[config.mk]
export PLATFORM = sky130hd
export DESIGN_NAME = rah_packet_deframer_flat
export DESIGN_NICKNAME = d
export VERILOG_FILES = /design/src/rtl/rah_packet_deframer_if.sv /design/src/rtl/rah_packet_deframer.sv /design/src/flat_wrapper.sv
export SDC_FILE = /design/constraint.sdc
export NUM_CORES = 1
export LEC_CHECK = 0
export ABC_AREA = 0
export BUFFER_PORTS_ARGS = -buffer_cell sky130_fd_sc_hd__buf_2
export CAP_MARGIN = 20
export CELL_PAD_IN_SITES_DETAIL_PLACEMENT = 1
export CELL_PAD_IN_SITES_GLOBAL_PLACEMENT = 1
export CORE_MARGIN = 2
export CORE_UTILIZATION = 40
export CTS_CLUSTER_SIZE = 10
export DETAILED_ROUTE_END_ITERATION = 8
export GPL_TIMING_DRIVEN = 0
export PLACE_DENSITY = 0.73
export SLEW_MARGIN = 10
export SYNTH_ARGS = -nofsm -noshare
export SYNTH_HDL_FRONTEND = slang
export SYNTH_SLANG_ARGS = --single-unit
[constraint.sdc]
create_clock -name clk -period 4.79 [get_ports clk]
set_input_delay 0.958 -clock clk [delete_from_list [all_inputs] [get_ports clk]]
set_output_delay 0.958 -clock clk [all_outputs]
set_load 0.03 [all_outputs]
[src/rtl/rah_packet_deframer_if.sv]
// Deframer bus: decoder-queue read side plus the payload stream toward the app.
// "master" is the deframer side and "slave" is the queue/application side.
interface rah_packet_deframer_if #(
  parameter int unsigned DATA_WIDTH = 48
);
  logic                  q_empty;
  logic                  request_data;
  logic [DATA_WIDTH-1:0] in_data;
  logic                  out_valid;
  logic                  out_ready;
  logic [DATA_WIDTH-1:0] out_data;
  logic                  out_sop;
  logic                  out_eop;
  logic [7:0]            out_opcode;
  logic                  len_error;
  logic                  busy;

  modport master (
    input  q_empty, in_data, out_ready,
    output request_data, out_valid, out_data, out_sop, out_eop,
           out_opcode, len_error, busy
  );

  modport slave (
    output q_empty, in_data, out_ready,
    input  request_data, out_valid, out_data, out_sop, out_eop,
           out_opcode, len_error, busy
  );
endinterface

[src/rtl/rah_packet_deframer.sv]
// Per-app deframer: pops a header and LEN payload words from a rah_decoder queue,
// then streams the payload through a 2-entry buffer with sop/eop framing.
module rah_packet_deframer #(
  parameter int unsigned DATA_WIDTH = 48,
  parameter int unsigned MAX_LEN    = 1024
) (
  input  logic                  clk,
  input  logic                  reset,
  rah_packet_deframer_if.master bus
);

  typedef enum logic [1:0] {IDLE, HDR, PAYLOAD, DRAIN} state_e;

  localparam logic [15:0] MAX_LEN_W = 16'(MAX_LEN);

  state_e                state_q, state_d;
  logic [15:0]           cnt_q, cnt_d;
  logic [7:0]            opcode_q, opcode_d;
  logic                  first_q, first_d;
  // A pop issued last cycle: its word is on in_data this cycle.
  logic                  infl_q, infl_d;
  logic                  infl_sop_q, infl_sop_d;
  logic                  infl_eop_q, infl_eop_d;

  logic [DATA_WIDTH-1:0] buf_data_q [2];
  logic [1:0]            buf_sop_q, buf_eop_q;
  logic                  wr_ptr_q, wr_ptr_d;
  logic                  rd_ptr_q, rd_ptr_d;
  logic [1:0]            occ_q, occ_d;

  logic [15:0]           hdr_len;
  logic [7:0]            hdr_opcode;
  logic                  out_valid, out_eop;
  logic                  owes, room, pop, deq, wr, len_err;

  assign hdr_len    = bus.in_data[15:0];
  assign hdr_opcode = bus.in_data[DATA_WIDTH-1 -: 8];

  assign out_valid  = occ_q != 2'd0;
  assign out_eop    = out_valid && buf_eop_q[rd_ptr_q];
  assign deq        = out_valid && bus.out_ready;
  assign wr         = infl_q && (state_q == PAYLOAD);
  assign owes       = ((state_q == PAYLOAD) || (state_q == DRAIN)) && (cnt_q != '0);
  // Buffered words plus the in-flight pop, less this cycle's acceptance, must leave a free slot.
  assign room       = (3'(occ_q) + 3'(infl_q)) < (3'd2 + 3'(deq));
  assign pop        = !reset && !bus.q_empty && ((state_q == IDLE) || owes) && room;

  assign bus.request_data = pop;
  assign bus.out_valid    = out_valid;
  assign bus.out_data     = buf_data_q[rd_ptr_q];
  assign bus.out_sop      = out_valid && buf_sop_q[rd_ptr_q];
  assign bus.out_eop      = out_eop;
  assign bus.out_opcode   = opcode_q;
  assign bus.len_error    = len_err;
  assign bus.busy         = (state_q != IDLE) || (occ_q != 2'd0);

  always_comb begin
    state_d    = state_q;
    cnt_d      = cnt_q;
    opcode_d   = opcode_q;
    first_d    = first_q;
    len_err    = 1'b0;
    infl_d     = pop;
    infl_sop_d = pop && first_q && (state_q == PAYLOAD);
    infl_eop_d = pop && (cnt_q == 16'd1);

    case (state_q)
      IDLE: begin
        if (pop) state_d = HDR;
      end
      HDR: begin
        if (hdr_len == '0) begin
          len_err = 1'b1;
          state_d = IDLE;
        end else if (hdr_len > MAX_LEN_W) begin
          len_err = 1'b1;
          cnt_d   = hdr_len;
          state_d = DRAIN;
        end else begin
          opcode_d = hdr_opcode;
          cnt_d    = hdr_len;
          first_d  = 1'b1;
          state_d  = PAYLOAD;
        end
      end
      PAYLOAD: begin
        if (pop) begin
          cnt_d   = cnt_q - 16'd1;
          first_d = 1'b0;
        end
        if (deq && out_eop) state_d = IDLE;
      end
      DRAIN: begin
        if (pop) cnt_d = cnt_q - 16'd1;
        if (infl_q && infl_eop_q) state_d = IDLE;
      end
      default: state_d = IDLE;
    endcase
  end

  always_comb begin
    occ_d    = occ_q + 2'(wr) - 2'(deq);
    wr_ptr_d = wr_ptr_q ^ wr;
    rd_ptr_d = rd_ptr_q ^ deq;
  end

  always_ff @(posedge clk or posedge reset) begin
    if (reset) begin
      state_q    <= IDLE;
      cnt_q      <= '0;
      opcode_q   <= '0;
      first_q    <= 1'b0;
      infl_q     <= 1'b0;
      infl_sop_q <= 1'b0;
      infl_eop_q <= 1'b0;
      wr_ptr_q   <= 1'b0;
      rd_ptr_q   <= 1'b0;
      occ_q      <= '0;
    end else begin
      state_q    <= state_d;
      cnt_q      <= cnt_d;
      opcode_q   <= opcode_d;
      first_q    <= first_d;
      infl_q     <= infl_d;
      infl_sop_q <= infl_sop_d;
      infl_eop_q <= infl_eop_d;
      wr_ptr_q   <= wr_ptr_d;
      rd_ptr_q   <= rd_ptr_d;
      occ_q      <= occ_d;
    end
  end

  always_ff @(posedge clk or posedge reset) begin
    if (reset) begin
      for (int unsigned i = 0; i < 2; i++) buf_data_q[i] <= '0;
      buf_sop_q <= '0;
      buf_eop_q <= '0;
    end else if (wr) begin
      buf_data_q[wr_ptr_q] <= bus.in_data;
      buf_sop_q[wr_ptr_q]  <= infl_sop_q;
      buf_eop_q[wr_ptr_q]  <= infl_eop_q;
    end
  end

  assert property (@(posedge clk) disable iff (reset) (3'(occ_q) + 3'(infl_q)) <= 3'd2);

endmodule

[src/flat_wrapper.sv]
// flat-port wrapper written by rule: the top's interface ports become plain ports
module rah_packet_deframer_flat 
#(
  parameter int unsigned DATA_WIDTH = 48,
  parameter int unsigned MAX_LEN    = 1024
)
  (clk, reset, bus_q_empty, bus_in_data, bus_out_ready, bus_request_data, bus_out_valid, bus_out_data, bus_out_sop, bus_out_eop, bus_out_opcode, bus_len_error, bus_busy);
  rah_packet_deframer_if #(.DATA_WIDTH(DATA_WIDTH)) bus_i ();
  input  logic clk;
  input  logic reset;
  input wire logic [$bits(bus_i.q_empty)-1:0] bus_q_empty;
  input wire logic [$bits(bus_i.in_data)-1:0] bus_in_data;
  input wire logic [$bits(bus_i.out_ready)-1:0] bus_out_ready;
  output wire logic [$bits(bus_i.request_data)-1:0] bus_request_data;
  output wire logic [$bits(bus_i.out_valid)-1:0] bus_out_valid;
  output wire logic [$bits(bus_i.out_data)-1:0] bus_out_data;
  output wire logic [$bits(bus_i.out_sop)-1:0] bus_out_sop;
  output wire logic [$bits(bus_i.out_eop)-1:0] bus_out_eop;
  output wire logic [$bits(bus_i.out_opcode)-1:0] bus_out_opcode;
  output wire logic [$bits(bus_i.len_error)-1:0] bus_len_error;
  output wire logic [$bits(bus_i.busy)-1:0] bus_busy;
  assign bus_i.q_empty = bus_q_empty;
  assign bus_i.in_data = bus_in_data;
  assign bus_i.out_ready = bus_out_ready;
  assign bus_request_data = bus_i.request_data;
  assign bus_out_valid = bus_i.out_valid;
  assign bus_out_data = bus_i.out_data;
  assign bus_out_sop = bus_i.out_sop;
  assign bus_out_eop = bus_i.out_eop;
  assign bus_out_opcode = bus_i.out_opcode;
  assign bus_len_error = bus_i.len_error;
  assign bus_busy = bus_i.busy;
  rah_packet_deframer #(.DATA_WIDTH(DATA_WIDTH), .MAX_LEN(MAX_LEN)) u_core (.clk(clk), .reset(reset), .bus(bus_i));
endmodule
# Yosys cells after proc, flatten, opt, wreduce, memory -nomap -nowiden
# Cells that the tools add are included.
# classes
addsub	5
n_lt_le_gt_ge	8
reduce_logical	32
muxes	30
bitwise_logic	6
eq_ne	11
# op_table
operator	count
$mux W48	4
$bwmux W96	1
$demux W48 S1	1
$mux W16	2
$pmux W16 S2	1
$eq A16 B1 Y1 const B	1
$gt A16 B11 Y1 const B	1
$logic_not A16 Y1	1
$reduce_bool A16 Y1	1
$sub A16 B1 Y16 const B	1
$logic_and A1 B1 Y1	15
$mux W1	12
$reduce_and A3 Y1	3
$mux W2	4
$ne A2 B2 Y1 const B	4
$pmux W2 S4	1
$reduce_bool A2 Y1	4
$ne A2 B1 Y1 const B	3
$bwmux W2	2
$eq A2 B2 Y1 const B	2
$ge A2 B2 Y1 const B	2
$lt A1 B2 Y1 const B	2
$not A1 Y2	2
$reduce_and A4 Y1	1
other kinds (16)	21
# word_totals
ff_bits	134

# Longest topological paths before layout
# Gate-level depths: netlist of run 1.
# depth
ltp_word	8
ltp_mapped	8
ltp_nobuf	7

# Least setup slack after synthesis of run 1
# No wires, ideal clock.
# synth_timing
path_type	input to output
start	in bus_in_data[4]
end	out bus_len_error
t_required_ns	3.832
n_path_buf	0
cell_stages	4
path_slack_ns	1.498
arrival_ns	2.334
path_cell_list	nor4_1 > nand3_1 > xor2_1 > a21boi_0
# synth_via
elab_chain_cells	4
# synth_rtl
element	line	text
from (decl)	flat_wrapper.sv:12	input wire logic [$bits(bus_i.in_data)-1:0] bus_in_data;
$gt A16 B11 Y1	rah_packet_deframer.sv:75	end else if (hdr_len > MAX_LEN_W) begin
$mux W1	rah_packet_deframer.sv:75	
$mux W1 (*)	rah_packet_deframer.sv:72	if (hdr_len == '0) begin
$mux W1 (*)	rah_packet_deframer.sv:67	case (state_q)
to (decl)	flat_wrapper.sv:20	output wire logic [$bits(bus_i.len_error)-1:0] bus_len_error;
# Every way passes the cells marked *; elsewhere a longest branch is shown, timed or not.

# Worst setup path after layout of run 1
# layout_timing
start	reg u_core.occ_q[0]
end	out bus_request_data
# layout_via
elab_chain_cells	5
# layout_rtl
element	line	text
from (decl)	rah_packet_deframer.sv:29	logic [1:0] occ_q, occ_d;
from (signal assigned)	rah_packet_deframer.sv:118	occ_q <= '0;
from (signal assigned)	rah_packet_deframer.sv:129	occ_q <= occ_d;
$reduce_bool A2 Y1	rah_packet_deframer.sv:39	assign out_valid = occ_q != 2'd0;
$logic_and A1 B1 Y1	rah_packet_deframer.sv:41	assign deq = out_valid && bus.out_ready;
$add A2 B1 Y3	rah_packet_deframer.sv:45	assign room = (3'(occ_q) + 3'(infl_q)) < (3'd2 + 3'(deq));
$lt A3 B3 Y1 (*)	rah_packet_deframer.sv:45	
$logic_and A1 B1 Y1 (*)	rah_packet_deframer.sv:46	assign pop = !reset && !bus.q_empty && ((state_q == IDLE) || owes) && room;
to (decl)	flat_wrapper.sv:14	output wire logic [$bits(bus_i.request_data)-1:0] bus_request_data;
# Marked as above.

==> summary.txt, run 1 <==
Status
  • Run status: finished clean

Clocking
  • Clock Sinks: 134
  • Post-CTS clock slew at the launch and capture registers of the worst setup and hold paths: 0.06 ns
  • Buffer cell driving the clock tree root: sky130_fd_sc_hd__clkbuf_16
  • Post-cts sizing count: 0
  • CTS tree: built
  • Hold bufs inserted after CTS: 0
  • Cts bufs inserted: 17
  • H-Tree Level Count: 4
  • Clock insertion delay at the later pin of the skew report: 0.42 ns
  • Number of buffers on the longest clock path: 2
  • Number of buffers added for setup after CTS: 0

Critical path
  • Maximum fanout along the worst path: 10
  • Type of origin of the critical path: register
  • Type of destination of the critical path: output port
  • Type of the worst setup path: register to output port
  • Required time of the critical path: 3.83 ns
  • Critical path arrival: 2.82 ns

Floorplanning
  • Width of the die: 130 um
  • Initial core utilization: 41.3%
  • Number of primary I/O pins: 114
  • Core footprint: 15300 um2
  • Cell Rows: 45
  • Y dimension of the die: 130 um
  • Die outline area: 16900 um2

Place
  • Post-Place Cell Area: 7190 um2
  • Number of buffer cells added on primary ports: 112
  • Routability congestion estimate from global placement: 0.871
  • DP Wirelength: 11600 um

Layout
  • Synthesis-to-finish area growth: 23.2%
  • Antenna cells: 0
  • Layout Nets: 679
  • Number of fill cells in the layout: 1641
  • Cell area after layout: 7800 um2
  • Fraction of layout cells with a size suffix above 1: 49.8%

Yosys
  • Top cells by area, synth: sky130_fd_sc_hd__dfrtp_1 (53%), sky130_fd_sc_hd__mux2_2 (28%), sky130_fd_sc_hd__ha_1 (1.8%)
  • Biggest area consumer among synthesized cells: sky130_fd_sc_hd__dfrtp_1
  • Post-Synthesis Cells: 486
  • Post-synth net total: 547
  • Most frequently used cell type in the post-synthesis netlist: sky130_fd_sc_hd__mux2_2
  • Number of synthesis warnings: 0
  • Portion of the post-synthesis area used by sequential elements: 53.0%
  • #FFs+latches synth: 134
  • Portion of synthesized cell area occupied by the leading cell type: 53.0%
  • Cell area after synthesis: 6330 um2
  • Most common library cells after synthesis: sky130_fd_sc_hd__mux2_2 (156), sky130_fd_sc_hd__dfrtp_1 (134), sky130_fd_sc_hd__nand2_1 (19), sky130_fd_sc_hd__clkbuf_1 (15)
  • Synth unique cells: 53
  • Post-synth top flop: sky130_fd_sc_hd__dfrtp_1
  • Share of async-settable or async-resettable flops after synthesis: 100%
  • Post-Synthesis Mean Instance Area: 13.0 um2
  • Number of flops mapped to enable cells by yosys: 0

Global routing
  • Global-route met1 utilization: 25.3%
  • Initial antenna violation count: 0
  • Met3 Use GR: 6.07%
  • Wire length of the first global-routing pass: 26700 um
  • Maximum number of pins on one net before global-route repair: 83
  • Overall track demand over capacity in global routing: 20.7%
  • Aggregate global routing overflow: 0
  • Met2 Track Usage GR: 35.2%
  • Number of global-route vias before repair: 4985
  • Peak-usage layer in the global routing report: met2

Timing
  • Period Utilization, post-route: 78.9%
  • RSZ-0062 raised after global routing: no
  • Final period demand of the worst path: 3.78 ns
  • Rel. slew slack: 49.7%
  • Hold Violations, Final: 0
  • Final setup fails: 0
  • Tightest hold margin: 0.496 ns
  • Setup Skew: 0.00951 ns
  • Top achievable clock speed: 265 MHz
  • Slew Viols, Final: 0
  • Worst-Margin Slew: 0.754 ns
  • Total Neg Setup Slack: 0 ns

Route
  • Count of nets left with antenna violations after detail routing: 0
  • Per-cell via count in the routed design: 5.29
  • Detailed Route Iter0 Violations: 168
  • Wire per inst: 19.3 um
  • Detailed-routing iteration count for the pre-antenna-repair pass: 4
  • Via count of the routed design: 4456
  • Sum of routed wire length over all layers: 16200 um
  • Post-route DRC: 0

Flow run
  • Max-capacitance violation count: 0

Hold path
  • Hold Crit Class: register to register

Power
  • Worst ir drop on vdd: 232 uV
  • Leakage: 0.00390 uW
  • P per Cell Area: 428 nW/um2
## power breakdown
group / internal (uW) / switching, uW / total, uW
clock: 849 / 504 / 1350
sequential: 1220 / 67.8 / 1290
combinational: 278 / 420 / 698
total: 2350 / 992 / 3340
## final cells by class
cell class	instances	area [um2]	share of cell area (%)
Clock buffer	22	464	5.95
Sequential cell	134	3350	43.0
Multi-Input combinational cell	312	2820	36.1
Tap cell	211	264	3.38
Clock inverter	10	146	1.88
Buffer	27	113	1.44
Timing Repair Buffer	113	588	7.54
Inverter	13	53.8	0.690
## through the flow
step	utilization (%)	instances	setup slack (ns)	power (uW)
finish	50.9	842	1.01	3340
global route	50.9	842	0.791	3490
CTS	50.9	842	1.01	3380
detailed placement	46.9	810	1.08	2020
global placement	46.7	809	-1.21	1980
floorplan	-	486	0.249	1790
## flip-flops by register name (all words and copies together), names as in the netlist
register               cells
u_core.buf_data_q         96
u_core.cnt_q              16
u_core.bus.out_opcode      8
u_core.buf_eop_q           2
u_core.buf_sop_q           2
u_core.occ_q               2
u_core.state_q             2
u_core.first_q             1
u_core.infl_eop_q          1
u_core.infl_q              1
u_core.infl_sop_q          1
u_core.rd_ptr_q            1
u_core.wr_ptr_q            1
## worst max-delay path, stage by stage (launching register included)
cell                      delay (ns)
sky130_fd_sc_hd__dfrtp_1        0.41
sky130_fd_sc_hd__ha_1           0.21
sky130_fd_sc_hd__ha_1           0.19
sky130_fd_sc_hd__nor3_1         0.51
sky130_fd_sc_hd__nand3_1        0.54
sky130_fd_sc_hd__nor2_1         0.31
sky130_fd_sc_hd__buf_2          0.24
## path summary, 6_finish.rpt
| check | startpoint | endpoint | slack, ns | cells after the start |
|---|---|---|---|---|
| setup / recovery | u_core.occ_q[0]$_DFF_PP0_ | bus_request_data | 1.01 | 6 |
| hold reg to reg | u_core.first_q$_DFFE_PP0P_ | u_core.first_q$_DFFE_PP0P_ | 0.50 | 2 |
| hold / removal | u_core.first_q$_DFFE_PP0P_ | u_core.first_q$_DFFE_PP0P_ | 0.50 | 2 |
| setup reg to reg | u_core.state_q[1]$_DFFE_PP0P_ | u_core.buf_data_q[47]$_DFFE_PP0P_ | 1.98 | 7 |
| min in group asynchronous | reset | u_core.occ_q[1]$_DFF_PP0_ | 0.61 | 2 |
| max in group asynchronous | reset | u_core.buf_data_q[68]$_DFFE_PP0P_ | 3.40 | 3 |
## kinds of logic (layout without fill, tap and decap cells)
kind of cell / count (synthesis) / after routing / share of synthesized area, %
fa+ha+maj: 9 / 9 / 1.78
simple gates: 88 / 88 / 7.63
mux: 160 / 160 / 28.4
compound gates: 51 / 51 / 6.17
xor+xnor: 4 / 4 / 0.553
buf+inv: 40 / 185 / 2.55
flops: 134 / 134 / 53.0
## placed cells by master, fill, tap and decap left out, types with 7 or more instances in the layout
| cell | count |
|---|---|
| sky130_fd_sc_hd__clkbuf_1 | 18 |
| sky130_fd_sc_hd__nand3_1 | 12 |
| sky130_fd_sc_hd__nand2_1 | 19 |
| sky130_fd_sc_hd__ha_1 | 9 |
| sky130_fd_sc_hd__buf_1 | 7 |
| sky130_fd_sc_hd__clkbuf_16 | 17 |
| sky130_fd_sc_hd__dfrtp_1 | 134 |
| sky130_fd_sc_hd__nor2_1 | 13 |
| sky130_fd_sc_hd__buf_2 | 115 |
| sky130_fd_sc_hd__a221o_1 | 7 |
| sky130_fd_sc_hd__mux2_2 | 156 |
| sky130_fd_sc_hd__inv_1 | 12 |
## metal layers
| layer | wire length [um] | up-vias |
|---|---|---|
| li1 | - | 2048 |
| met1 | 6930 | 2295 |
| met2 | 8210 | 100 |
| met3 | 884 | 13 |
| met4 | 179 | 0 |
| met5 | 0 | - |
(Power assumes the default switching activity.)
==> run 2, diff against run 1 <==
--- a/config.mk
+++ b/config.mk
@@ -15,7 +15,7 @@
 export CTS_CLUSTER_SIZE = 10
 export DETAILED_ROUTE_END_ITERATION = 8
 export GPL_TIMING_DRIVEN = 0
-export PLACE_DENSITY = 0.73
+export PLACE_DENSITY = 0.7
 export SLEW_MARGIN = 10
 export SYNTH_ARGS = -nofsm -noshare
 export SYNTH_HDL_FRONTEND = slang
==> constraint.sdc (replaced) <==
create_clock -name clk -period 3.8 [get_ports clk]
set_input_delay 0.76 -clock clk [delete_from_list [all_inputs] [get_ports clk]]
set_output_delay 0.76 -clock clk [all_outputs]
set_load 0.03 [all_outputs]
==> run 2 against run 1 <==
Effect of this change: utilization grew 0.39 points; sequential power rose by 26%; die area stayed put; sequential cell count unchanged; combinational power is 28% higher; highest routed layer unchanged.
==> summary.txt, run 2 (synthesis gave the netlist of run 1 again) <==
Place
  • Routability congestion estimate from global placement: 0.859
  • Number of buffer cells added on primary ports: 112
  • DP Wirelength: 11800 um
  • Post-Place Cell Area: 7250 um2
  • # placed instances: 813

Floorplanning
  • Number of primary I/O pins: 114
  • Die outline area: 16900 um2
  • Cell Rows: 45
  • Core footprint: 15300 um2
  • Width of the die: 130 um
  • Y dimension of the die: 130 um
  • Initial core utilization: 41.3%

Flow run
  • Max-capacitance violation count: 0

Critical path
  • RR Startpoint: u_core.state_q[1]$_DFFE_PP0P_
  • Type of origin of the critical path: register
  • Startpoint of the most critical setup path: u_core.occ_q[0]$_DFF_PP0_
  • Type of the worst setup path: register to output port
  • Critical path arrival: 2.63 ns
  • Type of destination of the critical path: output port
  • Maximum fanout along the worst path: 10
  • Required time of the critical path: 3.04 ns

Layout
  • Final core occ: 51.3%
  • Cell area after layout: 7860 um2
  • Synthesis-to-finish area growth: 24.1%
  • Fraction of layout cells with a size suffix above 1: 50.2%
  • Flip-flop count of the largest register, all copies and words added: 96
  • Antenna cells: 0
  • Final cell count without fillers: 844
  • Largest register by flop count: u_core.buf_data_q
  • Layout Nets: 682
  • Most common cell after layout, fill and taps aside: sky130_fd_sc_hd__mux2_2
  • Commonest cells after routing, fill and taps aside: sky130_fd_sc_hd__mux2_2 (156), sky130_fd_sc_hd__dfrtp_1 (134), sky130_fd_sc_hd__buf_2 (115), sky130_fd_sc_hd__nand2_1 (19)

Status
  • Run status: finished clean

Clocking
  • Buffer cell driving the clock tree root: sky130_fd_sc_hd__clkbuf_16
  • Number of buffers on the longest clock path: 2
  • Post-CTS clock slew at the launch and capture registers of the worst setup and hold paths: 0.06 ns
  • H-Tree Level Count: 4
  • Clock insertion delay at the later pin of the skew report: 0.42 ns
  • Cts bufs inserted: 17
  • Number of buffers added for setup after CTS: 0
  • Clock Sinks: 134
  • CTS tree: built

Route
  • Wire per inst: 19.2 um
  • Detailed-routing iteration count for the pre-antenna-repair pass: 4
  • Count of nets left with antenna violations after detail routing: 0
  • Sum of routed wire length over all layers: 16200 um
  • Post-route DRC: 0
  • Detailed Route Iter0 Violations: 179
  • Via count of the routed design: 4450
  • Per-cell via count in the routed design: 5.27

Timing
  • Worst-Margin Slew: 0.677 ns
  • RSZ-0062 raised after global routing: no
  • Top achievable clock speed: 295 MHz
  • Final period demand of the worst path: 3.39 ns
  • Total Neg Setup Slack: 0 ns
  • Hold Violations, Final: 0
  • Final setup fails: 0
  • Period Utilization, post-route: 89.1%
  • Rel. slew slack: 54.8%
  • Setup Skew: 0.0101 ns
  • Slew Viols, Final: 0

Global routing
  • Aggregate global routing overflow: 0
  • Overall track demand over capacity in global routing: 20.4%
  • Wire length of the first global-routing pass: 26200 um
  • Maximum number of pins on one net before global-route repair: 40
  • Number of global-route vias before repair: 4870
  • Initial antenna violation count: 0

Hold path
  • Hold Crit Class: input port to async pin

Power
  • P per Cell Area: 536 nW/um2
  • Leakage: 0.00394 uW
  • Worst ir drop on vdd: 434 uV
[run 2: cell types whose count changed in the layout (fill, tap and decap cells not counted), sizes merged]
cell | previous run | this run
clkinv | 2 | 4
clkinvlp | 4 | 2
clkbuf | 37 | 36
buf | 125 | 128
[run 2: final timing paths]
path,endpoint,slack [ns],cells past startpoint
setup reg to reg,u_core.buf_data_q[9]$_DFFE_PP0P_,0.97,7
setup / recovery,bus_request_data,0.41,6
max in group asynchronous,u_core.buf_data_q[64]$_DFFE_PP0P_,2.72,4
min in group clk,u_core.buf_data_q[14]$_DFFE_PP0P_,0.50,1
hold / removal,u_core.cnt_q[0]$_DFFE_PP0P_,0.37,2
hold reg to reg,u_core.buf_data_q[14]$_DFFE_PP0P_,0.50,1
[run 2: final cells by class]
cell class / count / area [um2]
Buffer: 27 / 113
Tap cell: 211 / 264
Sequential cell: 134 / 3350
Multi-Input combinational cell: 312 / 2820
Timing Repair Buffer: 116 / 648
Inverter: 13 / 52.6
Fill cell: 1645 / 7450
Clock inverter: 10 / 146
Clock buffer: 21 / 460
[run 2: metrics by stage]
step | setup slack [ns] | hold WS (ns) | total power, uW
2_1_floorplan | 0.904 | 0.456 | 2260
5_1_grt | 0.158 | 0.386 | 4430
4_1_cts | 0.223 | 0.369 | 4260
3_5_place_dp | 0.523 | 0.485 | 2540
3_3_place_gp | 0.490 | 0.471 | 2500
6_report | 0.412 | 0.365 | 4210
[run 2: timing repair]
action | in CTS | in global routing
hold buffers | 0 | 0
gates resized for setup | 0 | 1
endpoints found under the setup margin | 0 | 1
[run 2: metal layers]
metal  track usage, %  part of all wire [%]  vias to the layer above
li1                 -                     -                     2046
met1             24.6                    42                     2283
met2             34.8                    51                      106
met3             7.46                   6.0                       15
met4             5.25                   1.1                        0
met5                0                     0                        -
[run 2: critical path, stage by stage (launching register included)]
cell and delay (ns):
sky130_fd_sc_hd__dfrtp_1 0.42, sky130_fd_sc_hd__ha_1 0.21, sky130_fd_sc_hd__ha_1 0.19, sky130_fd_sc_hd__nor3_1 0.49, sky130_fd_sc_hd__nand3_2 0.40, sky130_fd_sc_hd__nor2_1 0.26, sky130_fd_sc_hd__buf_2 0.23
[run 2: power by group]
part / leakage (uW) / switching [uW] / internal [uW]
registers: 0.00180 / 86.7 / 1540
clock network: 0.000294 / 629 / 1070
logic: 0.00185 / 536 / 357
total: 0.00394 / 1250 / 2960
==> run 3, diff against run 2 <==
==> constraint.sdc (replaced) <==
create_clock -name clk -period 3.8 [get_ports clk]
set_input_delay 0 -clock clk [delete_from_list [all_inputs] [get_ports clk]]
set_output_delay 0 -clock clk [all_outputs]
set_load 0.03 [all_outputs]
==> run 3 against run 2 <==
Effect of this change: clock power fell by 9%; non-clock buffer count rose by 47; wire length rose by 3.8%; worst hold slack got worse by 0.30 ns; clock skew fell by 0.0046 ns; sequential power barely moved; global-route usage rose by 0.75 points; final cell count rose by 5.7%; sequential cell count did not move; via count rose by 4.7%; register-to-register slack improved by 0.04 ns; sequential share of layout area fell by 2.0 points; highest routed layer unchanged.
==> summary.txt, run 3 (synthesis gave the netlist of run 1 again) <==
Status
  • Run status: finished clean

Place
  • DP Wirelength: 11300 um
  • Routability congestion estimate from global placement: 0.875
  • Number of buffer cells added on primary ports: 112
  • # placed instances: 810

Floorplanning
  • Y dimension of the die: 130 um
  • Width of the die: 130 um
  • Die outline area: 16900 um2
  • Core footprint: 15300 um2
  • Number of primary I/O pins: 114
  • Initial core utilization: 41.3%
  • Cell Rows: 45

Timing
  • Top achievable clock speed: 355 MHz
  • RSZ-0062 raised after global routing: no
  • Hold Violations, Final: 0
  • Setup Skew: 0.00555 ns
  • Total Neg Setup Slack: 0 ns
  • Slew Viols, Final: 0
  • Period Utilization, post-route: 74.2%
  • Final period demand of the worst path: 2.82 ns
  • Worst-Margin Slew: 0.733 ns
  • Tightest hold margin: 0.0605 ns
  • Final setup fails: 0
  • Rel. slew slack: 51.1%

Route
  • Detailed-routing iteration count for the pre-antenna-repair pass: 4
  • Via count of the routed design: 4657
  • Top sig layer: met4
  • Per-cell via count in the routed design: 5.22
  • Post-route DRC: 0
  • Routed metal-1 wire length: 7010 um
  • Met2 Routed Length: 8690 um
  • Sum of routed wire length over all layers: 16800 um
  • Wire per inst: 18.8 um
  • Met3 WL: 778 um
  • Detailed Route Iter0 Violations: 279
  • Count of nets left with antenna violations after detail routing: 0

Layout
  • Synthesis-to-finish area growth: 30.2%
  • Antenna cells: 0
  • Area of combinational cells with multiple inputs: 2820 um2
  • Area taken by flip-flops and latches: 3350 um2
  • Commonest cells after routing, fill and taps aside: sky130_fd_sc_hd__mux2_2 (156), sky130_fd_sc_hd__dfrtp_1 (134), sky130_fd_sc_hd__buf_2 (115), sky130_fd_sc_hd__dlygate4sd3_1 (50), sky130_fd_sc_hd__nand2_1 (19)
  • Final cell count without fillers: 892
  • Fraction of layout cells with a size suffix above 1: 46.4%
  • Number of fill cells in the layout: 1631
  • Final core occ: 53.8%
  • Largest register by flop count: u_core.buf_data_q
  • Layout Nets: 729
  • Most common cell after layout, fill and taps aside: sky130_fd_sc_hd__mux2_2
  • Flip-flop count of the largest register, all copies and words added: 96

Critical path
  • Type of destination of the critical path: output port
  • Required time of the critical path: 3.80 ns
  • Maximum fanout along the worst path: 10
  • Type of the worst setup path: register to output port
  • Critical path arrival: 2.82 ns
  • Type of origin of the critical path: register

Clocking
  • Buffer cell driving the clock tree root: sky130_fd_sc_hd__clkbuf_16
  • H-Tree Level Count: 4
  • Post-cts sizing count: 0
  • Cts bufs inserted: 17
  • Clock insertion delay at the later pin of the skew report: 0.42 ns
  • CTS tree: built
  • Clock Sinks: 134
  • Post-CTS clock slew at the launch and capture registers of the worst setup and hold paths: 0.06 ns
  • Number of buffers on the longest clock path: 2

Global routing
  • Number of global-route vias before repair: 5121
  • Wire length of the first global-routing pass: 27000 um
  • Maximum number of pins on one net before global-route repair: 75
  • Aggregate global routing overflow: 0
  • Overall track demand over capacity in global routing: 21.2%
  • Initial antenna violation count: 0

Power
  • Worst ir drop on vdd: 301 uV
  • Leakage: 0.00410 uW
  • Switching power share of the total: 30.9%
  • Internal power: 2830 uW
  • Net switching power: 1270 uW
  • P per Cell Area: 497 nW/um2
  • Share of total power in combinational logic: 22.6%
  • Share of power burned in the clock network: 37.7%
  • Sequential share of power: 39.7%

Flow run
  • Max-capacitance violation count: 0

Hold path
  • Hold Crit Class: input port to register
[run 3: cell types whose count changed in the layout (fill, tap and decap cells not counted), sizes merged]
cell / change
clkinv: +5
buf: -3
dlygate4sd3: +50
clkinvlp: +1
bufinv: -2
clkbuf: -2
inv: -1
[run 3: layout make-up]
cell class              instances  share of cell area (%)
flip-flops and latches        134                    40.7
multi-input cells             312                    34.2
repair buffers                163                    13.2
clock buffers                  19                    5.37
well taps                     211                    3.20
plain buffers                  27                    1.37
clock inverters                13                    1.32
inverters                      13                   0.653
[run 3: per-layer routing]
metal | GRT usage [%] | up-vias
met2 | 37.6 | 104
li1 | - | 2144
met3 | 4.84 | 27
met5 | 0 | -
met1 | 25.0 | 2382
met4 | 8.10 | 0
[run 3: power by group through the flow]
stage	sequential (uW)	combinational (uW)	clock, uW
floorplan	1620	642	0
global placement	1640	862	0
detailed placement	1650	895	0
CTS	1620	940	1580
global route	1640	1010	1640
finish	1620	927	1540
[run 3: path summary, 6_finish.rpt]
path | slack [ns] | start | endpoint | depth (start not counted)
worst max-delay path | 0.98 | u_core.occ_q[0]$_DFF_PP0_ | bus_request_data | 6
worst min-delay path | 0.06 | bus_q_empty | u_core.state_q[0]$_DFFE_PP0P_ | 4
worst max register to register | 1.01 | u_core.state_q[1]$_DFFE_PP0P_ | u_core.buf_data_q[2]$_DFFE_PP0P_ | 7
worst min register to register | 0.50 | u_core.first_q$_DFFE_PP0P_ | u_core.first_q$_DFFE_PP0P_ | 2
max in group asynchronous | 2.81 | reset | u_core.buf_data_q[86]$_DFFE_PP0P_ | 4
min in group asynchronous | 0.22 | reset | u_core.cnt_q[0]$_DFFE_PP0P_ | 3
[run 3: critical path, stage by stage, from the launching register on]
cell                      delay [ns]
sky130_fd_sc_hd__dfrtp_1        0.41
sky130_fd_sc_hd__ha_1           0.21
sky130_fd_sc_hd__ha_1           0.20
sky130_fd_sc_hd__nor3_1         0.48
sky130_fd_sc_hd__nand3_1        0.53
sky130_fd_sc_hd__nor2_1         0.32
sky130_fd_sc_hd__buf_2          0.25
[run 3: what timing repair did]
| item | in CTS | in global routing |
|---|---|---|
| buffers inserted | 0 | 0 |
| hold endpoints to repair | 178 | 0 |
| hold buffers | 50 | 0 |
[run 3: metrics by stage]
| stage | power, uW | setup WS, ns | area (um2) |
|---|---|---|---|
| 2_1_floorplan | 2260 | 0.217 | 6330 |
| 3_3_place_gp | 2500 | -1.29 | 7160 |
| 3_5_place_dp | 2540 | 0.974 | 7190 |
| 4_1_cts | 4140 | 0.967 | 8240 |
| 5_1_grt | 4300 | 0.772 | 8240 |
| 6_report | 4100 | 0.980 | 8240 |
